[src/rtl/mmio_pkg.sv]
// Shared types and helpers for the MMIO address router: FSM states, default
// geometry and the region decode used on request acceptance.
package mmio_pkg;

    localparam int unsigned NUM_REGS_DEF  = 17;
    localparam int unsigned RAM_DEPTH_DEF = 1024;

    typedef enum logic [1:0] {
        IDLE,
        REG_ACC,
        RAM_WAIT,
        RESP
    } state_e;

    typedef enum logic [1:0] {
        REG,
        RAM,
        ERR
    } region_e;

    // Unsigned compares on the full request address; registers sit below RAM.
    function automatic region_e decode_region(input logic [31:0] addr,
                                              input int unsigned num_regs,
                                              input int unsigned ram_depth);
        if (addr < num_regs) begin
            return REG;
        end else if (addr < (num_regs + ram_depth)) begin
            return RAM;
        end
        return ERR;
    endfunction

endpackage

[src/rtl/mmio_onehot_decoder.sv]
// Binary index to one-hot select with an enable; all zeros when disabled or
// when the index falls outside the output width.
module mmio_onehot_decoder #(
    parameter int unsigned OUT_W = 17,
    parameter int unsigned IN_W  = 5
) (
    input  logic              en_i,
    input  logic [IN_W-1:0]   idx_i,
    output logic [OUT_W-1:0]  onehot_o
);

    always_comb begin
        onehot_o = '0;
        for (int i = 0; i < OUT_W; i++) begin
            if (en_i && (idx_i == IN_W'(i))) begin
                onehot_o[i] = 1'b1;
            end
        end
    end

endmodule

[src/rtl/mmio_address_router.sv]
// Registered, handshaked router from the CPU data port to register slots and
// a fixed-latency RAM; one transaction in flight, single-cycle response.
module mmio_address_router
    import mmio_pkg::*;
#(
    parameter int unsigned ADDR_W      = 16,
    parameter int unsigned DATA_W      = 16,
    parameter int unsigned NUM_REGS    = NUM_REGS_DEF,
    parameter int unsigned RAM_DEPTH   = RAM_DEPTH_DEF,
    parameter int unsigned RAM_AW      = 10,
    parameter int unsigned RAM_LATENCY = 2
) (
    input  logic                        clk,
    input  logic                        rst,
    input  logic                        req_valid,
    output logic                        req_ready,
    input  logic                        req_we,
    input  logic [ADDR_W-1:0]           req_addr,
    input  logic [DATA_W-1:0]           req_wdata,
    output logic                        rsp_valid,
    output logic [DATA_W-1:0]           rsp_rdata,
    output logic                        rsp_err,
    output logic [NUM_REGS-1:0]         reg_sel,
    output logic                        reg_we,
    output logic [DATA_W-1:0]           reg_wdata,
    input  logic [NUM_REGS*DATA_W-1:0]  reg_rdata_flat,
    output logic                        ram_en,
    output logic                        ram_we,
    output logic [RAM_AW-1:0]           ram_addr,
    output logic [DATA_W-1:0]           ram_wdata,
    input  logic [DATA_W-1:0]           ram_rdata
);

    localparam int unsigned SEL_W = (NUM_REGS > 1) ? $clog2(NUM_REGS) : 1;
    localparam int unsigned CNT_W = $clog2(RAM_LATENCY + 1);

    state_e                 state_q;
    region_e                region;
    logic [NUM_REGS-1:0]    sel_d;
    logic [DATA_W-1:0]      reg_rd_mux;
    logic [CNT_W-1:0]       cnt_q;
    logic                   we_q;

    logic                   req_ready_q;
    logic                   rsp_valid_q;
    logic [DATA_W-1:0]      rsp_rdata_q;
    logic                   rsp_err_q;
    logic [NUM_REGS-1:0]    reg_sel_q;
    logic                   reg_we_q;
    logic [DATA_W-1:0]      reg_wdata_q;
    logic                   ram_en_q;
    logic                   ram_we_q;
    logic [RAM_AW-1:0]      ram_addr_q;
    logic [DATA_W-1:0]      ram_wdata_q;

    assign region = decode_region(32'(req_addr), NUM_REGS, RAM_DEPTH);

    mmio_onehot_decoder #(
        .OUT_W (NUM_REGS),
        .IN_W  (SEL_W)
    ) u_sel_dec (
        .en_i     ((state_q == IDLE) && req_valid && (region == REG)),
        .idx_i    (SEL_W'(req_addr)),
        .onehot_o (sel_d)
    );

    // The held one-hot select doubles as the read-data mux control.
    always_comb begin
        reg_rd_mux = '0;
        for (int i = 0; i < NUM_REGS; i++) begin
            if (reg_sel_q[i]) begin
                reg_rd_mux = reg_rdata_flat[i*DATA_W +: DATA_W];
            end
        end
    end

    always_ff @(posedge clk or posedge rst) begin
        if (rst) begin
            state_q     <= IDLE;
            cnt_q       <= '0;
            we_q        <= 1'b0;
            req_ready_q <= 1'b1;
            rsp_valid_q <= 1'b0;
            rsp_rdata_q <= '0;
            rsp_err_q   <= 1'b0;
            reg_sel_q   <= '0;
            reg_we_q    <= 1'b0;
            reg_wdata_q <= '0;
            ram_en_q    <= 1'b0;
            ram_we_q    <= 1'b0;
            ram_addr_q  <= '0;
            ram_wdata_q <= '0;
        end else begin
            // Strobes and the response are single-cycle pulses by default.
            rsp_valid_q <= 1'b0;
            rsp_rdata_q <= '0;
            rsp_err_q   <= 1'b0;
            reg_sel_q   <= '0;
            reg_we_q    <= 1'b0;
            reg_wdata_q <= '0;
            ram_en_q    <= 1'b0;
            ram_we_q    <= 1'b0;
            ram_addr_q  <= '0;
            ram_wdata_q <= '0;

            case (state_q)
                IDLE: begin
                    if (req_valid) begin
                        req_ready_q <= 1'b0;
                        we_q        <= req_we;
                        case (region)
                            REG: begin
                                state_q     <= REG_ACC;
                                reg_sel_q   <= sel_d;
                                reg_we_q    <= req_we;
                                reg_wdata_q <= req_wdata;
                            end
                            RAM: begin
                                state_q     <= RAM_WAIT;
                                cnt_q       <= CNT_W'(RAM_LATENCY);
                                ram_en_q    <= 1'b1;
                                ram_we_q    <= req_we;
                                ram_addr_q  <= RAM_AW'(req_addr - ADDR_W'(NUM_REGS));
                                ram_wdata_q <= req_wdata;
                            end
                            default: begin
                                state_q     <= RESP;
                                rsp_valid_q <= 1'b1;
                                rsp_err_q   <= 1'b1;
                            end
                        endcase
                    end
                end
                REG_ACC: begin
                    state_q     <= RESP;
                    rsp_valid_q <= 1'b1;
                    rsp_rdata_q <= we_q ? '0 : reg_rd_mux;
                end
                RAM_WAIT: begin
                    // Writes also run out the full latency so timing is uniform.
                    if (cnt_q == '0) begin
                        state_q     <= RESP;
                        rsp_valid_q <= 1'b1;
                        rsp_rdata_q <= we_q ? '0 : ram_rdata;
                    end else begin
                        cnt_q <= cnt_q - CNT_W'(1);
                    end
                end
                RESP: begin
                    state_q     <= IDLE;
                    req_ready_q <= 1'b1;
                end
                default: begin
                    state_q     <= IDLE;
                    req_ready_q <= 1'b1;
                end
            endcase
        end
    end

    assign req_ready = req_ready_q;
    assign rsp_valid = rsp_valid_q;
    assign rsp_rdata = rsp_rdata_q;
    assign rsp_err   = rsp_err_q;
    assign reg_sel   = reg_sel_q;
    assign reg_we    = reg_we_q;
    assign reg_wdata = reg_wdata_q;
    assign ram_en    = ram_en_q;
    assign ram_we    = ram_we_q;
    assign ram_addr  = ram_addr_q;
    assign ram_wdata = ram_wdata_q;

endmodule
[config.mk]
export PLATFORM = sky130hd
export DESIGN_NAME = mmio_address_router
export DESIGN_NICKNAME = d
export VERILOG_FILES = /design/src/rtl/mmio_pkg.sv /design/src/rtl/mmio_onehot_decoder.sv /design/src/rtl/mmio_address_router.sv
export SDC_FILE = /design/constraint.sdc
export NUM_CORES = 1
export LEC_CHECK = 0
export BUFFER_PORTS_ARGS = -buffer_cell sky130_fd_sc_hd__clkbuf_2
export CAP_MARGIN = 20
export CORE_AREA = 2 2 159 161
export DETAILED_ROUTE_END_ITERATION = 16
export DIE_AREA = 0 0 161 163
export PLACE_DENSITY = 0.59
export SYNTH_ARGS = -nofsm -noshare
export SYNTH_HDL_FRONTEND = slang
export SYNTH_HIERARCHICAL = 1
export SYNTH_SLANG_ARGS = --single-unit
[constraint.sdc]
create_clock -name clk -period 3.4 [get_ports clk]
set_clock_uncertainty 0.15 [all_clocks]
set_input_delay 0.68 -clock clk [delete_from_list [all_inputs] [get_ports clk]]
set_output_delay 0.68 -clock clk [all_outputs]
set_load 0.03 [all_outputs]
Word level (Yosys, flattened, before mapping)
Cells that the tools add are included.
Widths: inputs -> output; s select.
{"block": "word_totals", "ff_bits": 86, "input_bits": 324, "out_inout_bits": 81, "wordCells": 151}
{"block": "classes", "addsub": 2, "magnitude_cmp": 2, "n_eq_ne": 24, "n_mux": 79, "reduce_logical": 30}
{"op": "$mux 16", "count": 26}
{"op": "$mux 17", "count": 3}
{"op": "$eq 5x4->1 const B", "count": 8}
{"op": "$mux 1", "count": 33}
{"op": "$pmux 16 s2", "count": 1}
{"op": "$mux 10", "count": 3}
{"op": "$eq 5x3->1 const B", "count": 4}
{"op": "$logic_and 1x1->1", "count": 19}
{"op": "$lt 16x11->1 const B", "count": 1}
{"op": "$lt 16x5->1 const B", "count": 1}
{"op": "$mux 2", "count": 8}
{"op": "$eq 5x2->1 const B", "count": 2}
{"op": "$sub 10x5->10 const B", "count": 1}
{"op": "$pmux 2 s2", "count": 2}
{"op": "$pmux 2 s4", "count": 1}
{"op": "$logic_not 2->1", "count": 3}
{"op": "$ne 2x2->1 const B", "count": 3}
{"op": "$reduce_and 2->1", "count": 3}
{"op": "$eq 5x1->1 const B", "count": 1}
{"op": "$eq 5x5->1 const B", "count": 1}
{"op": "$logic_not 5->1", "count": 1}
{"op": "$eq 2x1->1 const B", "count": 2}
{"op": "$eq 2x2->1 const B", "count": 2}
{"op": "$reduce_and 4->1", "count": 1}
{"op": "6 further kinds", "count": 7}

Depth between registers and ports, before layout
{"block": "depth", "ltp_word": 19, "ltp_mapped": 10, "depth_no_buf": 9}

Hierarchy
The synthesis kept the hierarchy.
{"mod": "mmio_address_router", "instances": 1, "cells_each": 570, "area_each_um2": 5243.8, "seq_area_each_um2": 2153.3}
{"mod": "mmio_onehot_decoder", "instances": 1, "cells_each": 26, "area_each_um2": 137.6, "seq_area_each_um2": 0.0}

Worst setup path after synthesis
OpenSTA, ideal clock, no wires.
{"block": "synth_path", "path_kind": "input to register", "from": "in req_addr[0]", "to": "reg reg_sel_q[0], in the netlist reg_sel[0]", "setup_ns": 0.066, "arrival_time_ns": 2.840, "required_time_ns": 3.184, "path_slack_ns": 0.344, "path_stages": 10, "n_path_buf": 1, "path_cell_list": "inv_1 ha_1 or3b_1 a211oi_4 nand3_1 nor2_2 buf_2 or4b_4 nor2_1 and2_1"}
{"block": "synth_via", "elab_chain_cells": 11, "elab_cells_between_ends": 14, "cone_classes": "order compare (2); mux (8); reduce/logical (4)"}
{"element": "start, declared", "line": "mmio_address_router.sv:18", "rtl": "input logic [ADDR_W-1:0] req_addr,"}
{"element": "$lt 16x11->1", "line": "mmio_pkg.sv:27", "rtl": "end else if (addr < (num_regs + ram_depth)) begin"}
{"element": "$mux 1", "line": "mmio_pkg.sv:27"}
{"element": "$mux 1", "line": "mmio_pkg.sv:25", "rtl": "if (addr < num_regs) begin"}
{"element": "$mux 2", "line": "mmio_pkg.sv:30", "rtl": "return ERR;"}
{"element": "$logic_not 2->1", "line": "mmio_address_router.sv:62", "rtl": ".en_i ((state_q == IDLE) && req_valid && (region == REG)),"}
{"element": "$logic_and 1x1->1", "line": "mmio_address_router.sv:62"}
{"element": "$logic_and 1x1->1 *", "line": "mmio_onehot_decoder.sv:15", "rtl": "if (en_i && (idx_i == IN_W'(i))) begin"}
{"element": "$mux 1 *", "line": "mmio_onehot_decoder.sv:15"}
{"element": "net sel_d[0]", "line": "mmio_address_router.sv:39", "rtl": "logic [NUM_REGS-1:0] sel_d;"}
{"element": "$mux 17 *", "line": "mmio_address_router.sv:111", "rtl": "case (region)"}
{"element": "$mux 17 *", "line": "mmio_address_router.sv:108", "rtl": "if (req_valid) begin"}
{"element": "$mux 17 *", "line": "mmio_address_router.sv:106", "rtl": "case (state_q)"}
{"element": "end signal, assigned", "line": "mmio_address_router.sv:114", "rtl": "reg_sel_q <= sel_d;"}
{"element": "end, declared", "line": "mmio_address_router.sv:48", "rtl": "logic [NUM_REGS-1:0] reg_sel_q;"}
The timed path passes the listed nets; every way through them passes the cells marked *.
A chain may end at the register's enable or synchronous reset.

Worst setup path in the final report
{"block": "layout_path", "from": "in req_addr[0]", "to": "reg reg_sel_q[8], in the netlist reg_sel[8]"}
The elaborated chain is that of the path after synthesis.

==> results.txt <==
Status - finished clean
Fillers - 2727
Largest net degree at the start of global routing - 45
Sink Count - 86
Area Growth Syn to Fin - 50.4%
Hpwl dp - 22100 µm
Setup TNS - 0 ns
Final critical-path share of the clock period - 0.828
Drt wl/cell - 20.5 µm
Levels on crit path - 11
Setup Fix Bufs, Post-CTS - 0
Final worst slack - 0.583 ns
Setup crit end kind - register
CP max FO - 38
Worst r2r path cells - 5
Gr usage total - 0.199
Yosys Warn Count - 6
Met1 Track Usage GR - 0.225
Ys async rst share - 1.00
Syn Inst Count - 596
Final Critical Period - 2.82 ns
Maximum vdd ir drop - 0.242 mV
Num CTS Buffers - 9
DR vias - 6576
GRT Max-Usage Layer - met2
Port bufs - 404
H-tree depth - 3
Req. time, crit path - 3.53 ns
CTS resizes - 0
Yosys reg bits - 86
CTS root buffer - clkbuf_16
Post-route ant nets - 0
Max Freq - 355 MHz
I/O Pins - 405
Worst-case clock buffer depth - 2
Total wire length - 27000 µm
Met3 Usage GRT - 0.0614
Layout Nets - 1314
Clk slew on worst S/H paths - 0.07 ns
Most frequent cells in the layout - clkbuf_2 (404), dfrtp_1 (85), nor2_1 (62), o22ai_1 (61), o21ai_0 (48)
Pwr Density - 355 nW/µm²
Synth cell types - 58
Element type at the critical path start - input port
Initial Util - 0.218
Mean Syn Cell Area - 9.03 µm²
Core area - 24700 µm²
Final Non-Filler Cells - 1318
Die width - 161 µm
Post-synth EDFFs - 0
Iter 0 DRT Violations - 492
Mapped cell area - 5380 µm²
Vias in the first global route - 6534
Kind of cell adding the most delay to the critical path - simple AND/OR/NAND/NOR gates
DIE HEIGHT - 163 µm
Area of the die - 26200 µm²
Total power - 0.00287 W
Critical path's slowest cell - or3b_1
Worst path max stage delay - 0.45 ns
Grt total ovfl - 0
RSZ-0062 raised after global routing - false
TritonCTS clock tree - built
Tightest Hold Check Type - input port to asynchronous set/reset pin
Ant. Diodes - 0
Setup WS pre-CTS - 0.169 ns
Final Hold Viols - 0
Fraction of layout cells with a size suffix above 1 - 0.475
Cts hold-fix bufs - 0
Gpl congestion - 0.896
Syn Nets - 927
Critical path class - input port to register
Register area share after synthesis - 0.400
Slew Viols, Final - 0
Maxcap violations - 0
Worst slew margin - 0.335
Hold Slack - 0.229 ns
Least-Margin Pin Slew - 0.997 ns
Setup violations, final - 0
Most common cell after layout, fill and taps aside - clkbuf_2
Prevailing post-synth register cell - dfrtp_1
CP arrival - 2.94 ns
Crit path cell chain - clkbuf_2, inv_1, ha_1, or3b_1, a211oi_4, nand3_1, nor2_2, buf_4, nand4bb_1, nor2_1, and2_1
P_leak - 4.05 nW
DRT Pass-1 Iters - 7
Worst path bufs/invs - 3
Cells after DPL - 1302
Met2 GRT Util - 0.366
DR vias/cell - 4.99
Rows - 58
Clock Latency Late Sink - 0.34 ns
DRC viols - 0
Initial antenna violation count - 2
First-pass GRT wire length - 39400 µm
==> worst paths after layout <==
check                             from             to  slack (ns)
max                        req_addr[0]     reg_sel[8]        0.58
min                                rst  reg_wdata[13]        0.23
max reg2reg                 reg_sel[6]   rsp_rdata[7]        0.87
min reg2reg                  req_ready      req_ready        0.36
max in group asynchronous          rst     reg_sel[8]        2.13
min in group clk             req_ready      req_ready        0.36
==> kinds of logic (layout without fill, tap and decap cells) <==
kind of cell             after synthesis  after routing  synth area share
AO/OA/AOI/OAI                        243            243             0.329
AND/OR/NAND/NOR                      185            185             0.187
multiplexers                           3              3           0.00604
flip-flops                            86             86             0.400
XOR/XNOR                               9              9            0.0146
adder cells (fa/ha/maj)                7              7            0.0163
buffers and inverters                 63            455            0.0465
==> cell type report <==
type | count | area [µm²] | share of cell area
inverters | 16 | 62.6 | 0.00773
clock buffers | 9 | 225 | 0.0278
repair buffers | 423 | 2160 | 0.268
clock inverters | 7 | 75.1 | 0.00928
well taps | 330 | 413 | 0.0510
multi-input cells | 447 | 3000 | 0.370
flip-flops and latches | 86 | 2150 | 0.266
==> cells in the mapped netlist, types with 3 or more instances <==
cell type	number	area share
nor3_1	4	0.0037
o21ai_1	5	0.0046
nor2_1	62	0.043
a211oi_1	15	0.021
nand2_1	24	0.017
a21oi_1	5	0.0046
ha_1	7	0.016
a22oi_1	17	0.024
inv_1	15	0.010
buf_2	3	0.0028
nand2b_1	9	0.010
nand3_1	3	0.0028
dfrtp_1	85	0.40
and2_4	9	0.015
o22ai_1	61	0.071
a221oi_1	32	0.052
a222oi_1	14	0.026
or2_2	4	0.0046
and2_1	42	0.049
o21ai_0	48	0.045
nor2b_1	7	0.0081
xnor2_1	8	0.013
a221o_1	30	0.056
clkbuf_1	41	0.029
a31oi_1	4	0.0046
==> report_power, final <==
group | total, W | switching [W] | leakage (nW) | internal, W
combinational | 0.000776 | 0.000431 | 2.72 | 0.000344
sequential | 0.00112 | 0.0000347 | 1.18 | 0.00108
clock | 0.000980 | 0.000459 | 0.145 | 0.000521
==> metrics by stage <==
stage	cell area, µm²	utilization
floorplan	5380	-
global placement	7790	0.316
detailed placement	7790	0.316
CTS	8090	0.328
global route	8090	0.328
finish	8090	0.328
==> flip-flops by register name (all words and copies together) (netlist names) <==
register	count
ram_we	1
ram_en	1
reg_sel	17
rsp_rdata	16
ram_addr	10
reg_wdata	16
cnt_q	2
rsp_err	1
rsp_valid	1
reg_we	1
req_ready	1
we_q	1
ram_wdata	16
state_q	2
==> layer usage <==
metal  routed length, µm  vias up  share of wire
li1                    -     3084              -
met1               10100     3121           0.37
met2               14000      335           0.52
met3                2460       34          0.091
met4                 450        2          0.017
met5                  13        -        0.00048
Note: power is estimated with default switching activity, not from simulation.
